## config.mk

```make
export PLATFORM = sky130hd
export DESIGN_NAME = mem_bus_initiator
export DESIGN_NICKNAME = d
export VERILOG_FILES = /design/src/rtl/mem_bus_initiator_pkg.sv /design/src/rtl/mem_bus_initiator_tag_table.sv /design/src/rtl/mem_bus_initiator.sv
export SDC_FILE = /design/constraint.sdc
export NUM_CORES = 2
export LEC_CHECK = 0
export CORE_ASPECT_RATIO = 1.4
export CORE_MARGIN = 2
export CORE_UTILIZATION = 50
export CTS_BUF_LIST = sky130_fd_sc_hd__clkbuf_8
export CTS_CLUSTER_DIAMETER = 150
export CTS_CLUSTER_SIZE = 40
export DETAILED_ROUTE_END_ITERATION = 7
export HOLD_SLACK_MARGIN = 0.12
export PLACE_DENSITY = 0.75
export SLEW_MARGIN = 20
export SYNTH_ARGS = -nofsm -noshare
export SYNTH_HDL_FRONTEND = slang
export SYNTH_SLANG_ARGS = --single-unit
export TNS_END_PERCENT = 1
```

## constraint.sdc

```tcl
create_clock -name clock -period 7.61 [get_ports clock]
set_input_delay 1.1415 -clock clock [delete_from_list [all_inputs] [get_ports clock]]
set_output_delay 1.1415 -clock clock [all_outputs]
set_load 0.005 [all_outputs]
```

## src/rtl/mem_bus_initiator_pkg.sv

```systemverilog
// mem_bus_initiator_pkg: shared types for the tagged memory bus initiator.
//   BUS_COMMAND   - bus command encoding driven on proc2mem_command
//   MEM_SIZE      - access size encoding
//   MEM_TAG_ENTRY - one outstanding-load record {valid, drop, owner, addr}
//   mem_cmd_t     - latched client request held while a command is issued
// Optional feature macro: MEM_BUS_SQUASH_EN adds the drop bit to MEM_TAG_ENTRY.
`ifndef XLEN
`define XLEN 32
`endif

package mem_bus_initiator_pkg;

  typedef enum logic [1:0] {
    BUS_NONE  = 2'h0,
    BUS_LOAD  = 2'h1,
    BUS_STORE = 2'h2
  } BUS_COMMAND;

  typedef enum logic [1:0] {
    MEM_BYTE   = 2'h0,
    MEM_HALF   = 2'h1,
    MEM_WORD   = 2'h2,
    MEM_DOUBLE = 2'h3
  } MEM_SIZE;

  typedef struct packed {
    logic             valid;
`ifdef MEM_BUS_SQUASH_EN
    logic             drop;
`endif
    logic             owner;
    logic [`XLEN-1:0] addr;
  } MEM_TAG_ENTRY;

  typedef struct packed {
    logic             store;
    logic             owner;
    logic [`XLEN-1:0] addr;
    logic [63:0]      data;
    MEM_SIZE          size;
  } mem_cmd_t;

  typedef enum logic {
    IDLE  = 1'b0,
    ISSUE = 1'b1
  } fsm_state_e;

endpackage

```

## src/rtl/mem_bus_initiator_tag_table.sv

```systemverilog
// mem_tag_table: outstanding-load table indexed by bus tag (1..NUM_TAGS).
//   alloc_*          - load accepted by memory: record owner/addr under alloc_tag
//   ret_tag          - tagged data return; 0 = no return this cycle
//   rsp_valid/addr   - registered one-cycle delivery to the owning client
//   outstanding_cnt  - registered count of valid entries
//   protocol_error   - sticky: stray return, tag reuse or out-of-range tag
// Optional feature macro: MEM_BUS_SQUASH_EN adds alloc_drop/squash inputs;
// entries marked drop are retired silently when their data comes back.
`ifndef XLEN
`define XLEN 32
`endif

module mem_tag_table
  import mem_bus_initiator_pkg::*;
#(
  parameter int NUM_TAGS = 15,
  parameter int TAG_W    = 4
) (
  input  logic             clock,
  input  logic             reset,
  input  logic             alloc_en,
  input  logic [TAG_W-1:0] alloc_tag,
  input  logic             alloc_owner,
  input  logic [`XLEN-1:0] alloc_addr,
`ifdef MEM_BUS_SQUASH_EN
  input  logic             alloc_drop,
  input  logic             squash,
`endif
  input  logic [TAG_W-1:0] ret_tag,
  output logic [1:0]       rsp_valid,
  output logic [`XLEN-1:0] rsp_addr,
  output logic [TAG_W:0]   outstanding_cnt,
  output logic             protocol_error
);

  MEM_TAG_ENTRY     tbl_q [NUM_TAGS:1];
  MEM_TAG_ENTRY     tbl_d [NUM_TAGS:1];
  MEM_TAG_ENTRY     ret_ent;
  logic             ret_in, alloc_in, ret_hit, ret_deliver, err_d;
  logic [TAG_W:0]   cnt_d;

  assign ret_in   = (ret_tag != '0) && (int'(ret_tag) <= NUM_TAGS);
  assign alloc_in = (alloc_tag != '0) && (int'(alloc_tag) <= NUM_TAGS);

  // Ordering inside one cycle: retire the return first, then allocate, then
  // squash, so a tag returned and re-accepted in the same cycle ends valid.
  always_comb begin
    tbl_d       = tbl_q;
    ret_ent     = '0;
    ret_hit     = 1'b0;
    ret_deliver = 1'b0;
    err_d       = 1'b0;
    cnt_d       = '0;

    if (ret_tag != '0) begin
      if (ret_in) ret_ent = tbl_q[ret_tag];
      ret_hit = ret_ent.valid;
      err_d   = !ret_ent.valid;
      if (ret_in && ret_hit) tbl_d[ret_tag] = '0;
    end
`ifdef MEM_BUS_SQUASH_EN
    ret_deliver = ret_hit && !ret_ent.drop;
`else
    ret_deliver = ret_hit;
`endif

    if (alloc_en) begin
      if (alloc_in) begin
        if (tbl_d[alloc_tag].valid) err_d = 1'b1;
        tbl_d[alloc_tag].valid = 1'b1;
        tbl_d[alloc_tag].owner = alloc_owner;
        tbl_d[alloc_tag].addr  = alloc_addr;
`ifdef MEM_BUS_SQUASH_EN
        tbl_d[alloc_tag].drop  = alloc_drop;
`endif
      end else begin
        err_d = 1'b1;
      end
    end

    for (int i = 1; i <= NUM_TAGS; i++) begin
`ifdef MEM_BUS_SQUASH_EN
      if (squash && tbl_d[i].valid && tbl_d[i].owner) tbl_d[i].drop = 1'b1;
`endif
      cnt_d = cnt_d + {{TAG_W{1'b0}}, tbl_d[i].valid};
    end
  end

  always_ff @(posedge clock or negedge reset) begin
    if (!reset) begin
      for (int i = 1; i <= NUM_TAGS; i++) tbl_q[i] <= '0;
      rsp_valid       <= '0;
      rsp_addr        <= '0;
      outstanding_cnt <= '0;
      protocol_error  <= 1'b0;
    end else begin
      tbl_q           <= tbl_d;
      rsp_valid       <= ret_deliver ? (ret_ent.owner ? 2'b10 : 2'b01) : 2'b00;
      if (ret_hit) rsp_addr <= ret_ent.addr;
      outstanding_cnt <= cnt_d;
      if (err_d) protocol_error <= 1'b1;
    end
  end

endmodule

```

## src/rtl/mem_bus_initiator.sv

```systemverilog
// mem_bus_initiator: two-client initiator for the tagged memory bus.
//   cl_req_*      - client requests (0 = data side, 1 = instruction fetch)
//   cl_req_ack    - one-cycle pulse after memory accepted that client's command
//   cl_rsp_*      - one-cycle load data delivery, routed by tag owner
//   proc2mem_*    - bus command, held stable until a nonzero response tag
//   mem2proc_*    - accept tag, return data and return tag (0 = none)
//   outstanding_cnt / protocol_error - table occupancy and sticky error
// Optional feature macro: MEM_BUS_SQUASH_EN adds squash_if, which silently
// drops all pending and in-flight client-1 loads.
`ifndef XLEN
`define XLEN 32
`endif

module mem_bus_initiator
  import mem_bus_initiator_pkg::*;
#(
  parameter int NUM_TAGS = 15,
  parameter int TAG_W    = 4
) (
  input  logic                  clock,
  input  logic                  reset,
  input  logic [1:0]            cl_req_valid,
  input  logic [1:0]            cl_req_store,
  input  logic [1:0][`XLEN-1:0] cl_req_addr,
  input  logic [1:0][63:0]      cl_req_data,
  input  MEM_SIZE [1:0]         cl_req_size,
  output logic [1:0]            cl_req_ack,
  output logic [1:0]            cl_rsp_valid,
  output logic [63:0]           cl_rsp_data,
  output logic [`XLEN-1:0]      cl_rsp_addr,
  output BUS_COMMAND            proc2mem_command,
  output logic [`XLEN-1:0]      proc2mem_addr,
  output logic [63:0]           proc2mem_data,
  output MEM_SIZE               proc2mem_size,
  input  logic [TAG_W-1:0]      mem2proc_response,
  input  logic [63:0]           mem2proc_data,
  input  logic [TAG_W-1:0]      mem2proc_tag,
`ifdef MEM_BUS_SQUASH_EN
  input  logic                  squash_if,
`endif
  output logic [TAG_W:0]        outstanding_cnt,
  output logic                  protocol_error
);

  fsm_state_e state_q, state_d;
  mem_cmd_t   cmd_q;
  logic       ptr_q;
  logic [1:0] elig;
  logic       win, accept;

  // A client still sees its ack during the IDLE cycle after accept and has
  // not yet dropped valid; masking it prevents re-issuing the same request.
  assign elig   = cl_req_valid & ~cl_req_ack;
  assign win    = ptr_q ? elig[1] : ~elig[0];
  assign accept = (state_q == ISSUE) && (mem2proc_response != '0);

  // State register
  always_ff @(posedge clock or negedge reset) begin
    if (!reset) state_q <= IDLE;
    else        state_q <= state_d;
  end

  // Next state
  always_comb begin
    state_d = state_q;
    case (state_q)
      IDLE:    if (|elig) state_d = ISSUE;
      ISSUE:   if (accept) state_d = IDLE;
      default: state_d = IDLE;
    endcase
  end

  // Bus outputs: only driven while issuing so the bus idles between commands
  always_comb begin
    proc2mem_command = BUS_NONE;
    proc2mem_addr    = '0;
    proc2mem_data    = '0;
    proc2mem_size    = MEM_BYTE;
    if (state_q == ISSUE) begin
      if (cmd_q.store) proc2mem_command = BUS_STORE;
      else             proc2mem_command = BUS_LOAD;
      proc2mem_addr = cmd_q.addr;
      proc2mem_data = cmd_q.data;
      proc2mem_size = cmd_q.size;
    end
  end

  // Command register, round-robin pointer, ack pulse, return data
  always_ff @(posedge clock or negedge reset) begin
    if (!reset) begin
      cmd_q       <= '0;
      ptr_q       <= 1'b0;
      cl_req_ack  <= '0;
      cl_rsp_data <= '0;
    end else begin
      if (state_q == IDLE && |elig)
        cmd_q <= '{store: cl_req_store[win], owner: win, addr: cl_req_addr[win],
                   data: cl_req_data[win], size: cl_req_size[win]};
      if (accept) ptr_q <= ~cmd_q.owner;
      cl_req_ack <= accept ? (cmd_q.owner ? 2'b10 : 2'b01) : 2'b00;
      if (mem2proc_tag != '0) cl_rsp_data <= mem2proc_data;
    end
  end

`ifdef MEM_BUS_SQUASH_EN
  // Remembers a squash that hit a client-1 command before memory accepted it,
  // so its entry is born already dropped.
  logic cmd_drop_q;
  always_ff @(posedge clock or negedge reset) begin
    if (!reset)
      cmd_drop_q <= 1'b0;
    else if (state_q == IDLE && |elig)
      cmd_drop_q <= squash_if & win;
    else if (state_q == ISSUE && squash_if && cmd_q.owner)
      cmd_drop_q <= 1'b1;
  end
`endif

  mem_tag_table #(.NUM_TAGS(NUM_TAGS), .TAG_W(TAG_W)) u_tag_table (
    .clock           (clock),
    .reset           (reset),
    .alloc_en        (accept & ~cmd_q.store),
    .alloc_tag       (mem2proc_response),
    .alloc_owner     (cmd_q.owner),
    .alloc_addr      (cmd_q.addr),
`ifdef MEM_BUS_SQUASH_EN
    .alloc_drop      (cmd_drop_q),
    .squash          (squash_if),
`endif
    .ret_tag         (mem2proc_tag),
    .rsp_valid       (cl_rsp_valid),
    .rsp_addr        (cl_rsp_addr),
    .outstanding_cnt (outstanding_cnt),
    .protocol_error  (protocol_error)
  );

endmodule

```

==> metrics.md <==
| Metric | Value |
|---|---|
| Pwr Density | 341 nW/um2 |
| Pin count of the biggest net entering global routing | around 190 |
| Distinct cells, synth | 47 |
| Type of element launching the critical path | input pin |
| CTS tree | built |
| Area of the multi-input gates | 13,100 um2 |
| Synth Register Bits | about 720 |
| Row count | 109 |
| Hold violation total from the final report | 0 |
| First-pass detailed-route iteration total | 5 |
| Number of nets at the end of the flow | 2,954 |
| Util after Layout | about three fifths |
| Post-cts gate resize count | 0 |
| Worst Skew | 20.1 ps |
| Synth-to-Final Area Change | 17.8% |
| I/O pin count | 480 |
| Largest area contributor in the netlist | sky130_fd_sc_hd__dfrtp_1 |
| Synth Area per Inst | between 10 and 15 um2 |
| Total of buffers placed on input and output ports | roughly 480 |
| Sw Share | 34.5% |
| Reg2reg start | state_q |
| Worst max-slew margin expressed relative to the limit | 32.4% |
| Net count after synthesis | 2,671 |
| Fraction of layout cells with a size suffix above 1 | 12.9% |
| Via count of the first global-routing pass | 23.6k |
| Clock latency of the later-clocked register in the worst-skew pair | 690 ps |
| Setup repair after global routing missed its margin | no |
| Slew at the pin with the worst max-slew slack | 1010 ps |
| Capture instance of the worst register-to-register path | u_tag_table.outstanding_cnt[4] |
| Max Freq | 187 MHz |
| Crit. Startpoint | mem2proc_tag[3] |
| Internal | 8.42 mW |
| Total Power Consumption | 12.9 mW |
| Share of flip-flops with an asynchronous set or reset | 100% |
| Most frequent standard cell in the layout excluding fill and tap cells | sky130_fd_sc_hd__dfrtp_1 |
| Minimum setup slack after placement | 1540 ps |
| Number of setup violations in the final report | 0 |
| H-tree depth | 1 |
| Proportion of power drawn by the clock network | 10.4% |
| Clock Path Buffers | 3 |
| Flop2flop setup slack | 2580 ps |
| Vias per cell | 6.46 |
| Number of instances in the placed design | 3,474 |
| Area of the core region | 63,300 um2 |
| Outcome | finished clean |
| Die footprint | around 66,000 um2 |
| Cell area after technology mapping | 32,000 um2 |
| Number of standard cells after synthesis | 2,382 |
| Post-route worst hold slack | around 420 ps |
| Proportion of synthesized chip area in sequential cells | around 56% |
| Synth area leaders | sky130_fd_sc_hd__dfrtp_1 56%, sky130_fd_sc_hd__a22o_1 12%, sky130_fd_sc_hd__mux4_2 8.9% |
| Total clock buffers created by CTS | 21 |
| Reg2Reg Depth | 14 |
| 1st-iter DRT viols | 2,162 |
| Max Cap Violations | 0 |
| Detail Route Antenna Nets | 0 |
| NetSw | 4.44 mW |
| Critical path arrival | a little under 6000 ps |
| Final worst-path cycle share | a little over two thirds |
| Portion of total power attributed to sequential cells | between 50% and 60% |
| Critical-path maximum fanout | 29 |
| Global-route wire length before repair | roughly 140 mm |
| Required time at the worst-slack endpoint | 8210 ps |
| Worst setup path class | in2reg |
| Design Area, Final | 37,700 um2 |
| Residual overflow from global routing | 0 |
| Clk Tree Root Cell | sky130_fd_sc_hd__clkbuf_8 |
| Initial antenna violation count | 3 |
| Postcts setup bufs | 0 |
| Placed inst area | around 37,000 um2 |
| Yosys warnings | 0 |
| Setup Total Neg Slack | 0 ps |
| Fillcell total | 4,910 |
| Initial core utilization | 50.6% |
| Gr usage total | 28.4% |
| Number of enable flip-flop cells after synthesis | 0 |
| Clock-pin slew of the registers on the worst-case setup and hold paths | between 200 and 250 ps |
| # hold bufs at CTS | 0 |
| Most frequent cells in the layout | 717 x sky130_fd_sc_hd__dfrtp_1, 474 x sky130_fd_sc_hd__clkdlybuf4s50_1, 444 x sky130_fd_sc_hd__a22o_1 |
| Proportion of netlist area held by the largest area contributor | 56.1% |
| Area occupied by registers | 18,000 um2 |
| Number of standard cells in the layout, taps in and fillers out | 3,498 |
| Die Ht | 303 um |
| Crit end category | flop |
| Type of the most critical hold path | in2async |
| Logic pwr share | 38.4% |
| Max Transition Viols Final | 0 |
| Number of sinks driven by the clock tree | just over 700 |
| Remaining routing DRC violations | 0 |
| Estimated wirelength of the detail-placed design | 58.3 mm |
| Dominant synthesized flop cell | sky130_fd_sc_hd__dfrtp_1 |
| Time the worst path needs with I/O delays and setup | about 5300 ps |
| VDD IR max | 0.252 mV |
| Via count | 22.6k |
| X dimension of the die | 218 um |
| Routed wirelength normalized by instance count | 27.1 um |
| Final Worst Setup Slack | 2270 ps |
| Final estimated routing congestion in global placement | 0.870 |
| Total wire length | 94.6 mm |
| Cell leakage power | 16.9 nW |
==> worst max-delay path by stage <==
stage | end | slack, ps | cells past startpoint
after global routing | u_tag_table.outstanding_cnt[4] | 2110 | 17
after global placement | u_tag_table.outstanding_cnt[4] | 1570 | 17
after detailed placement | u_tag_table.outstanding_cnt[4] | 1540 | 14
after floorplan | u_tag_table.outstanding_cnt[4] | 2180 | 17
after CTS | u_tag_table.outstanding_cnt[4] | 2290 | 14
final | u_tag_table.outstanding_cnt[4] | 2270 | 14
==> cell usage after synthesis (2+ instances only) <==
cell type and instances:
sky130_fd_sc_hd__a32o_1 51, sky130_fd_sc_hd__buf_12 4, sky130_fd_sc_hd__a41oi_1 2, sky130_fd_sc_hd__o22ai_1 2
sky130_fd_sc_hd__or3b_2 2, sky130_fd_sc_hd__buf_2 39, sky130_fd_sc_hd__xnor2_1 2, sky130_fd_sc_hd__nand2b_1 5
sky130_fd_sc_hd__dfrtp_1 718, sky130_fd_sc_hd__mux2_2 88, sky130_fd_sc_hd__o21ai_0 39, sky130_fd_sc_hd__nand3b_1 3
sky130_fd_sc_hd__nand3_1 6, sky130_fd_sc_hd__mux4_2 126, sky130_fd_sc_hd__nor2b_1 6, sky130_fd_sc_hd__o31ai_1 2
sky130_fd_sc_hd__a21o_1 13, sky130_fd_sc_hd__mux4_1 9, sky130_fd_sc_hd__mux2_4 10, sky130_fd_sc_hd__buf_4 2
sky130_fd_sc_hd__nor3_2 3, sky130_fd_sc_hd__ha_1 6, sky130_fd_sc_hd__nor2_1 121, sky130_fd_sc_hd__clkbuf_1 208
sky130_fd_sc_hd__a21oi_1 106, sky130_fd_sc_hd__nand2_1 53, sky130_fd_sc_hd__buf_1 14, sky130_fd_sc_hd__buf_6 6
sky130_fd_sc_hd__fa_1 9, sky130_fd_sc_hd__a22o_1 444, sky130_fd_sc_hd__nor3_1 3, sky130_fd_sc_hd__a31oi_1 10
sky130_fd_sc_hd__nor4_1 3, sky130_fd_sc_hd__a311oi_1 5, sky130_fd_sc_hd__and2_1 101, sky130_fd_sc_hd__inv_1 12
sky130_fd_sc_hd__mux2i_1 139
==> sequential cells by signal (all words and copies together) (netlist names) <==
signal                       cells
cl_req_ack                       2
cl_rsp_data                     64
cmd_q                          100
ptr_q                            1
state_q                          1
u_tag_table.outstanding_cnt      5
u_tag_table.protocol_error       1
u_tag_table.rsp_addr            32
u_tag_table.rsp_valid            2
u_tag_table.tbl_q              510
==> metal layers <==
metal	share of wire (%)	track usage, %	up-vias
met1	39	37.1	11700
met4	4.1	11.4	0
met3	8.1	4.96	199
li1	-	-	9429
met5	0	0	-
met2	49	47.5	1259
==> worst max-delay path, stage by stage <==
cell	delay, ps
sky130_fd_sc_hd__buf_2	670
sky130_fd_sc_hd__nor2b_1	770
sky130_fd_sc_hd__nand2_1	110
sky130_fd_sc_hd__a21o_1	240
sky130_fd_sc_hd__fa_1	470
sky130_fd_sc_hd__fa_1	570
sky130_fd_sc_hd__inv_1	60
sky130_fd_sc_hd__fa_1	480
sky130_fd_sc_hd__inv_1	50
sky130_fd_sc_hd__fa_1	460
sky130_fd_sc_hd__ha_1	230
sky130_fd_sc_hd__fa_1	460
sky130_fd_sc_hd__a21oi_1	160
sky130_fd_sc_hd__nor2b_1	60
==> power by group through the flow <==
stage                     clock [mW]  sequential [mW]  combinational (mW)
after floorplan                    0             5.89                3.47
after global placement             0             6.52                4.83
after detailed placement           0             6.61                4.95
after CTS                       1.38             6.54                4.98
after global routing            1.49             6.76                5.36
final                           1.33             6.59                4.94
==> kinds of logic after synthesis <==
| kind of cell | Yosys count | share of synthesized area [%] |
|---|---|---|
| buffers and inverters | 285 | 3.86 |
| xor gates and xnor gates | 3 | 0.0820 |
| DFF | 718 | 56.1 |
| and+or+nand+nor | 311 | 4.78 |
| muxes | 372 | 17.5 |
| adders and majority gates | 15 | 0.797 |
| AOI/OAI and AO/OA | 678 | 16.9 |
==> final cells by class <==
class,instances,area share (%)
Multi-Input combinational cell,1379,34.7
Antenna cell,1,0.00663
Sequential cell,718,47.6
Clock inverter,1,0.00995
Tap cell,832,2.76
Clock buffer,22,0.803
Inverter,12,0.119
Timing Repair Buffer,533,14.0
Power figures use the tool's default switching activity.
